===== src/rtl/instr_loader.sv =====
// Boot-time instruction RAM writer: takes a length-prefixed byte stream, assembles
// big-endian words, writes them into instruction memory and holds the CPU until a checksum match.
module instr_loader #(
  parameter int ADDR_W    = 10,
  parameter int BASE_ADDR = 0,
  parameter int MAX_WORDS = 256
) (
  input  logic              clk,
  input  logic              rst,
  input  logic              start,
  input  logic [7:0]        in_data,
  input  logic              in_valid,
  output logic              in_ready,
  output logic              wr_en,
  output logic [ADDR_W-1:0] wr_addr,
  output logic [31:0]       wr_data,
  output logic              cpu_hold,
  output logic              busy,
  output logic              done,
  output logic              err
);

  typedef enum logic [2:0] {
    S_IDLE   = 3'd0,
    S_LEN_HI = 3'd1,
    S_LEN_LO = 3'd2,
    S_DATA   = 3'd3,
    S_WRITE  = 3'd4,
    S_CHK    = 3'd5,
    S_DONE   = 3'd6,
    S_ERR    = 3'd7
  } state_t;

  localparam logic [ADDR_W-1:0] BASE_A    = ADDR_W'(BASE_ADDR);
  localparam logic [ADDR_W-1:0] ADDR_STEP = ADDR_W'(4);
  localparam logic [15:0]       MAX_N     = 16'(MAX_WORDS);

  state_t              state_r;
  state_t              state_nxt_s;
  logic                start_en_r;
  logic [15:0]         len_r;
  logic [15:0]         len_full_s;
  logic [15:0]         word_cnt_r;
  logic [1:0]          byte_idx_r;
  logic [7:0]          chk_r;
  logic                accept_s;
  logic                start_go_s;
  logic                in_ready_r;
  logic                wr_en_r;
  logic [ADDR_W-1:0]   wr_addr_r;
  logic [31:0]         wr_data_r;
  logic                cpu_hold_r;
  logic                busy_r;
  logic                done_r;
  logic                err_r;

  function automatic logic [7:0] chk_next(input logic [7:0] acc, input logic [7:0] b);
    return acc ^ b;
  endfunction

  function automatic logic rx_state(input state_t st);
    case (st)
      S_LEN_HI, S_LEN_LO, S_DATA, S_CHK: return 1'b1;
      default:                           return 1'b0;
    endcase
  endfunction

  function automatic logic busy_state(input state_t st);
    case (st)
      S_LEN_HI, S_LEN_LO, S_DATA, S_WRITE, S_CHK: return 1'b1;
      default:                                    return 1'b0;
    endcase
  endfunction

  assign accept_s   = in_valid & in_ready_r;
  // start_en_r masks the first edge after reset release, so a coincident start is dropped
  assign start_go_s = start & start_en_r;
  assign len_full_s = {len_r[15:8], in_data};

  // State register and the post-reset start qualifier.
  always_ff @(posedge clk or negedge rst) begin
    if (!rst) begin
      state_r    <= S_IDLE;
      start_en_r <= 1'b0;
    end else begin
      state_r    <= state_nxt_s;
      start_en_r <= 1'b1;
    end
  end

  // Next-state decode.
  always_comb begin
    state_nxt_s = state_r;
    case (state_r)
      S_IDLE, S_DONE, S_ERR: begin
        if (start_go_s) begin
          state_nxt_s = S_LEN_HI;
        end else begin
          state_nxt_s = state_r;
        end
      end
      S_LEN_HI: begin
        if (accept_s) begin
          state_nxt_s = S_LEN_LO;
        end else begin
          state_nxt_s = S_LEN_HI;
        end
      end
      S_LEN_LO: begin
        if (!accept_s) begin
          state_nxt_s = S_LEN_LO;
        end else if (len_full_s > MAX_N) begin
          state_nxt_s = S_ERR;
        end else if (len_full_s == 16'd0) begin
          state_nxt_s = S_CHK;
        end else begin
          state_nxt_s = S_DATA;
        end
      end
      S_DATA: begin
        if (accept_s && (byte_idx_r == 2'd3)) begin
          state_nxt_s = S_WRITE;
        end else begin
          state_nxt_s = S_DATA;
        end
      end
      S_WRITE: begin
        if ((word_cnt_r + 16'd1) == len_r) begin
          state_nxt_s = S_CHK;
        end else begin
          state_nxt_s = S_DATA;
        end
      end
      S_CHK: begin
        if (!accept_s) begin
          state_nxt_s = S_CHK;
        end else if (chk_r == in_data) begin
          state_nxt_s = S_DONE;
        end else begin
          state_nxt_s = S_ERR;
        end
      end
      default: state_nxt_s = S_IDLE;
    endcase
  end

  // Length capture, word assembly, checksum and address/count stepping.
  always_ff @(posedge clk or negedge rst) begin
    if (!rst) begin
      len_r      <= 16'd0;
      word_cnt_r <= 16'd0;
      byte_idx_r <= 2'd0;
      chk_r      <= 8'd0;
      wr_addr_r  <= BASE_A;
      wr_data_r  <= 32'd0;
    end else begin
      case (state_r)
        S_IDLE, S_DONE, S_ERR: begin
          if (start_go_s) begin
            len_r      <= 16'd0;
            word_cnt_r <= 16'd0;
            byte_idx_r <= 2'd0;
            chk_r      <= 8'd0;
            wr_addr_r  <= BASE_A;
          end
        end
        S_LEN_HI: begin
          if (accept_s) len_r[15:8] <= in_data;
        end
        S_LEN_LO: begin
          if (accept_s) len_r[7:0] <= in_data;
        end
        S_DATA: begin
          if (accept_s) begin
            wr_data_r  <= {wr_data_r[23:0], in_data};
            chk_r      <= chk_next(chk_r, in_data);
            byte_idx_r <= byte_idx_r + 2'd1;
          end
        end
        S_WRITE: begin
          // address wraps naturally at 2^ADDR_W
          wr_addr_r  <= wr_addr_r + ADDR_STEP;
          word_cnt_r <= word_cnt_r + 16'd1;
        end
        default: begin
          word_cnt_r <= word_cnt_r;
        end
      endcase
    end
  end

  // Outputs registered from the next state so they line up with the state they describe.
  always_ff @(posedge clk or negedge rst) begin
    if (!rst) begin
      in_ready_r <= 1'b0;
      wr_en_r    <= 1'b0;
      cpu_hold_r <= 1'b1;
      busy_r     <= 1'b0;
      done_r     <= 1'b0;
      err_r      <= 1'b0;
    end else begin
      in_ready_r <= rx_state(state_nxt_s);
      wr_en_r    <= (state_nxt_s == S_WRITE);
      cpu_hold_r <= (state_nxt_s != S_DONE);
      busy_r     <= busy_state(state_nxt_s);
      done_r     <= (state_nxt_s == S_DONE);
      err_r      <= (state_nxt_s == S_ERR);
    end
  end

  assign in_ready = in_ready_r;
  assign wr_en    = wr_en_r;
  assign wr_addr  = wr_addr_r;
  assign wr_data  = wr_data_r;
  assign cpu_hold = cpu_hold_r;
  assign busy     = busy_r;
  assign done     = done_r;
  assign err      = err_r;

endmodule


===== config.mk =====
export PLATFORM = sky130hd
export DESIGN_NAME = instr_loader
export DESIGN_NICKNAME = d
export VERILOG_FILES = /design/src/rtl/instr_loader.sv
export SDC_FILE = /design/constraint.sdc
export NUM_CORES = 1
export LEC_CHECK = 0
export BUFFER_PORTS_ARGS = -buffer_cell sky130_fd_sc_hd__buf_4
export CAP_MARGIN = 5
export CORE_MARGIN = 4
export CORE_UTILIZATION = 57
export DETAILED_ROUTE_END_ITERATION = 10
export HOLD_SLACK_MARGIN = 0.05
export PLACE_DENSITY = 0.79
export RECOVER_POWER = 100
export SYNTH_ARGS = -nofsm -noshare
export SYNTH_HDL_FRONTEND = slang
export SYNTH_SLANG_ARGS = --single-unit

===== constraint.sdc =====
create_clock -name clk -period 2.8 [get_ports clk]
set_clock_uncertainty 0.2 [all_clocks]
set_input_delay 0.56 -clock clk [delete_from_list [all_inputs] [get_ports clk]]
set_output_delay 0.56 -clock clk [all_outputs]
set_load 0.01 [all_outputs]

-- After elaboration in Yosys (flattened, before gate mapping)
Cells that the tools add are included.
Widths: inputs -> output; s select.
- $add $sub $neg: 3
- order comparisons: 1
- eq/ne operators: 22
- mux-type cells: 25
- bitwise gates (word level): 3
- reductions and logical operators: 15
- operators by type and width (kind ; count):
    $pmux 8 s2 ; 3
    $pmux 16 s2 ; 1
    $eq 3x3->1 const B ; 8
    $mux 8 ; 3
    $pmux 10 s2 ; 1
    $mux 3 ; 6
    $pmux 3 s6 ; 1
    $add 16x1->16 const B ; 1
    $eq 16x16->1 ; 1
    $gt 16x9->1 const B ; 1
    $logic_not 16->1 ; 1
    $mux 16 ; 1
    $eq 3x2->1 const B ; 4
    $add 10x3->10 const B ; 1
    $mux 10 ; 1
    $reduce_and 3->1 ; 3
    $eq 8x8->1 ; 1
    $mux 2 ; 4
    $ne 2x2->1 const B ; 4
    $reduce_bool 2->1 ; 4
    $xor 8x8->8 ; 1
    $eq 3x1->1 const B ; 2
    $reduce_or 5->1 ; 1
    $pmux 2 s2 ; 1
    10 further kinds ; 14
- flip-flop bits (word level): 94
- output and inout port bits: 48
- word-level logic and storage cells: 84

-- Longest topological paths before layout
- word-level depth: 8
- gate-level depth with buffers: 8
- depth with buffers taken out: 7

-- Least setup slack after synthesis
Ideal clock, no wire load.
- kind: reg-to-reg
- from: reg word_cnt_r[0]
- to: reg state_r[2]
- library setup time: 0.066 ns
- arrival time: 2.133 ns
- required time: 2.534 ns
- slack: 0.401 ns
- cell stages (with the launch flop): 8
- buffers on the path: 0
- period minus slack after synthesis: 2.399 ns
- cells stage by stage: dfrtp_1 > ha_1 > nand3_1 > nor2_1 > a21oi_1 > or4_1 > nor4_2 > a31o_1
- longest elaborated chain between the ends: 4
- ends and longest elaborated chain (element ; line ; RTL):
    start, declared ; 43 ; logic [15:0] word_cnt_r;
    start signal, assigned ; 183 ; word_cnt_r <= word_cnt_r + 16'd1;
    start signal, assigned ; 186 ; word_cnt_r <= word_cnt_r;
    $add 16x1->16 ; 128 ; if ((word_cnt_r + 16'd1) == len_r) begin
    $eq 16x16->1 ; 128 ;
    $mux 3 ; 128 ;
    $pmux 3 s6 ; 94 ; case (state_r)
    named net state_nxt_s[2] ; 39 ; state_t state_nxt_s;
    end signal, assigned ; 86 ; state_r <= state_nxt_s;
    end, declared ; 38 ; state_t state_r;
The timed path passes the listed nets, and every way through them passes these cells.
A chain may end at the register's enable or synchronous reset.

-- Worst setup path after layout
- from: reg state_r[2]
- to: reg word_cnt_r[13]
- longest elaborated chain between the ends: 4
- ends and longest elaborated chain (element ; line ; RTL):
    $eq 3x3->1 or $logic_not 3->1 (tied branches) ; 157 ; case (state_r)
    $reduce_or 3->1 ; 157 ;
    $ne 2x2->1 (no line) or $reduce_bool 2->1 (tied branches) ; n/a ;
    $reduce_and 2->1 (no line) ; n/a ;
Several ways; a longest one is shown, not always the timed one.

==> impl_metrics.csv <==
group,metric,value,unit
hold_path,min-delay-start,"in_data[0]",
floorplan,fp.dieArea,9240,um^2
power,switchingPower,0.00162,W
clocking,clkTransAtPathRegs,80,ps
power,power_frac_seq,47.8,%
hold_path,hp-class,"input port to register",
floorplan,rows,31,
synth,synth_edf_count,0,
layout,diodes,0,
layout,drive_gt1_share,7.99,%
floorplan,die_width,96.1,um
sta,fin_crit,2650,ps
layout,final_common_cell,"nand2_1",
power,ir_worst_vdd,547,uV
synth,ys_ff_latch,92,
clocking,cts.repair.resized,0,
clocking,cts_tree,"yes",
synth,synth_top_area_share,51.5,%
power,intPower,0.00255,W
floorplan,io_pins,60,
sta,setup_tns,0,ps
critical_path,crit_chain,"clkbuf_1 > nor3b_1 > clkbuf_2 > nand2_1 > o31ai_1",
clocking,clockRootBuffer,"clkbuf_8",
layout,area_growth_syn_to_layout,12.0,%
grt,grt_pass1_wl,17300,um
critical_path,max_stage_delay,790,ps
sta,slew_viol_final,0,
placed_design,io_buffers,57,
power,p_clk_share,18.7,%
outcome,status,"finished clean",
hold_path,hold_depth,3,
clocking,insertion_delay,360,ps
route,routed_wl,10400,um
synth,synthCells,487,
synth,yosysTopAreaCell,"dfrtp_1",
critical_path,rr_startpoint,"state_r[2]",
grt,grt-ovfl-total,0,
critical_path,r2r-end,"word_cnt_r[13]",
synth,yosysWarningCount,0,
critical_path,crit_fanout,14,
grt,grt_max_degree,42,
placed_design,post-place-ws,169,ps
placed_design,post_dp_cell_area,5000,um^2
grt,grtUsageTotal,24.1,%
sta,finalHoldViolCount,0,
layout,layout_common_cells,"nand2_1 (128), dfrtp_1 (91), o21ai_0 (49), clkbuf_1 (49), nor2_1 (31)",
sta,tightest_slew,899,ps
placed_design,dp_hpwl,7440,um
critical_path,cp-start-kind,"register",
power,combPwrFrac,33.5,%
critical_path,endpoint_kind,"register",
power,power_leakage,2.33,nW
clocking,htree_num_levels,3,
sta,max_freq,378,MHz
sta,period_share,94.5,%
route,drtIter0Drc,317,
route,drc,0,
grt,antenna_found_initial,0,
critical_path,worstRegToRegCells,5,
critical_path,critPathSlowestCell,"nor3b_1",
route,avgRoutedWirePerCell,16.0,um
synth,ys_async_sr_fraction,100,%
synth,synth-main-ff-cell,"dfrtp_1",
clocking,cts_made_buffers,9,
clocking,cts_buffer_depth,2,
grt,grt_pass1_vias,3633,
critical_path,arrival,2700,ps
sta,whs,264,ps
critical_path,timing.reg2reg.setup_slack,150,ps
power,switching_share,38.9,%
synth,synth_area,4420,um^2
layout,post-route-cell-area,4960,um^2
route,firstDrtPassIters,7,
route,ant_nets,0,
critical_path,crit_type,"register to register",
floorplan,die_h,96.1,um
placed_design,gp_congestion,0.843,
job,drv_cap,0,
synth,synthTopCellsByArea,"dfrtp_1 (51%), nand2_1 (11%), o21ai_0 (5.5%)",
power,powerDensity,841,nW/um^2
synth,synth_cell_type_count,52,
floorplan,initial_core_util,59.7,%
clocking,cts_sinks,92,
synth,synth.avg_cell_area,9.08,um^2
floorplan,core_area,7410,um^2
layout,final_nets,563,
route,vias,3816,
synth,synth_seq_area_share,52.1,%
sta,finalSetupViolCount,0,
sta,slew_headroom,40.0,%
route,vias_per_cell,5.87,
hold_path,hold_end,"len_r[0]",
critical_path,required,2850,ps
sta,grt_setup_unrepaired,"false",
sta,fin_ws,155,ps
Yosys cell counts (3+ instances only):
cell / count
a21oi_1: 12
a22o_1: 13
a31oi_1: 5
and3_1: 5
clkbuf_1: 19
dfrtp_1: 91
ha_1: 3
inv_1: 4
nand2_1: 128
nand2b_1: 3
nand3_1: 22
nand4_1: 9
nor2_1: 32
nor3_1: 8
nor4_1: 4
o21ai_0: 49
o31ai_1: 3
or3_1: 3
xnor2_1: 19
xor2_1: 12
through the flow:
step / util [%] / total power (W) / cells
floorplan: - / 0.00289 / 488
global placement: 67.5 / 0.00353 / 635
detailed placement: 67.5 / 0.00360 / 635
CTS: 69.8 / 0.00437 / 650
global route: 66.9 / 0.00447 / 650
finish: 66.9 / 0.00417 / 650
worst max-delay path: cells and delay by family, from the launching register on:
family | cells | cell delay [ps]
simple gates | 2 | 940
buf+inv | 2 | 840
flops | 1 | 340
compound gates | 1 | 230
state kept, by name, indices dropped and copies added, names as in the netlist:
register	cells
cpu_hold	1
busy	1
len_r	16
wr_data	32
chk_r	8
done	1
err	1
state_r	3
word_cnt_r	16
byte_idx_r	2
in_ready	1
start_en_r	1
wr_en	1
wr_addr	8
how the worst max path moves through the flow:
| stage | cells past startpoint | slack, ps | startpoint | end |
|---|---|---|---|---|
| CTS | 7 | 200 | word_cnt_r[0] | state_r[2] |
| finish | 5 | 150 | state_r[2] | word_cnt_r[13] |
| global placement | 8 | 250 | in_data[4] | state_r[2] |
| global route | 7 | 6 | word_cnt_r[0] | state_r[2] |
| detailed placement | 8 | 170 | in_data[4] | state_r[2] |
| floorplan | 7 | 400 | word_cnt_r[0] | state_r[2] |
layer usage:
layer	GRT usage, %	wire [um]	up-vias
met3	3.44	674	18
met2	36.9	4910	130
met5	0	0	-
met4	9.00	193	0
met1	34.9	4640	1866
li1	-	-	1802
layout make-up:
class / count / area [um^2]
fill: 641 / 2450
sequential: 92 / 2300
multi-input combinational: 368 / 2000
timing repair buffer: 73 / 354
clock buffer: 9 / 124
tap: 99 / 124
clock inverter: 5 / 38.8
inverter: 4 / 15.0
power by group through the flow:
stage / combinational (W) / sequential [W] / clock, W
after floorplan: 0.000833 / 0.00205 / 0
after global placement: 0.00151 / 0.00201 / 0
after detailed placement: 0.00157 / 0.00202 / 0
after CTS: 0.00158 / 0.00200 / 0.000795
after global routing: 0.00156 / 0.00205 / 0.000854
final: 0.00140 / 0.00199 / 0.000781
logic make-up (layout without fill, tap and decap cells):
logic type / count (synthesis) / count (layout) / share of synthesized area [%]
muxes: 2 / 2 / 0.453
buffers and inverters: 28 / 91 / 2.91
xor gates and xnor gates: 31 / 31 / 6.14
and+or+nand+nor: 229 / 229 / 23.2
AOI/OAI and AO/OA: 100 / 100 / 14.3
other: 2 / 3 / 0.170
adders and majority gates: 3 / 3 / 0.849
DFF: 92 / 92 / 52.1
what timing repair did:
action / in CTS / in global routing
hold endpoints to repair: 34 / 0
hold buffers: 1 / 0
buffers inserted: 0 / 0
Note: power is estimated with default switching activity, not from simulation.
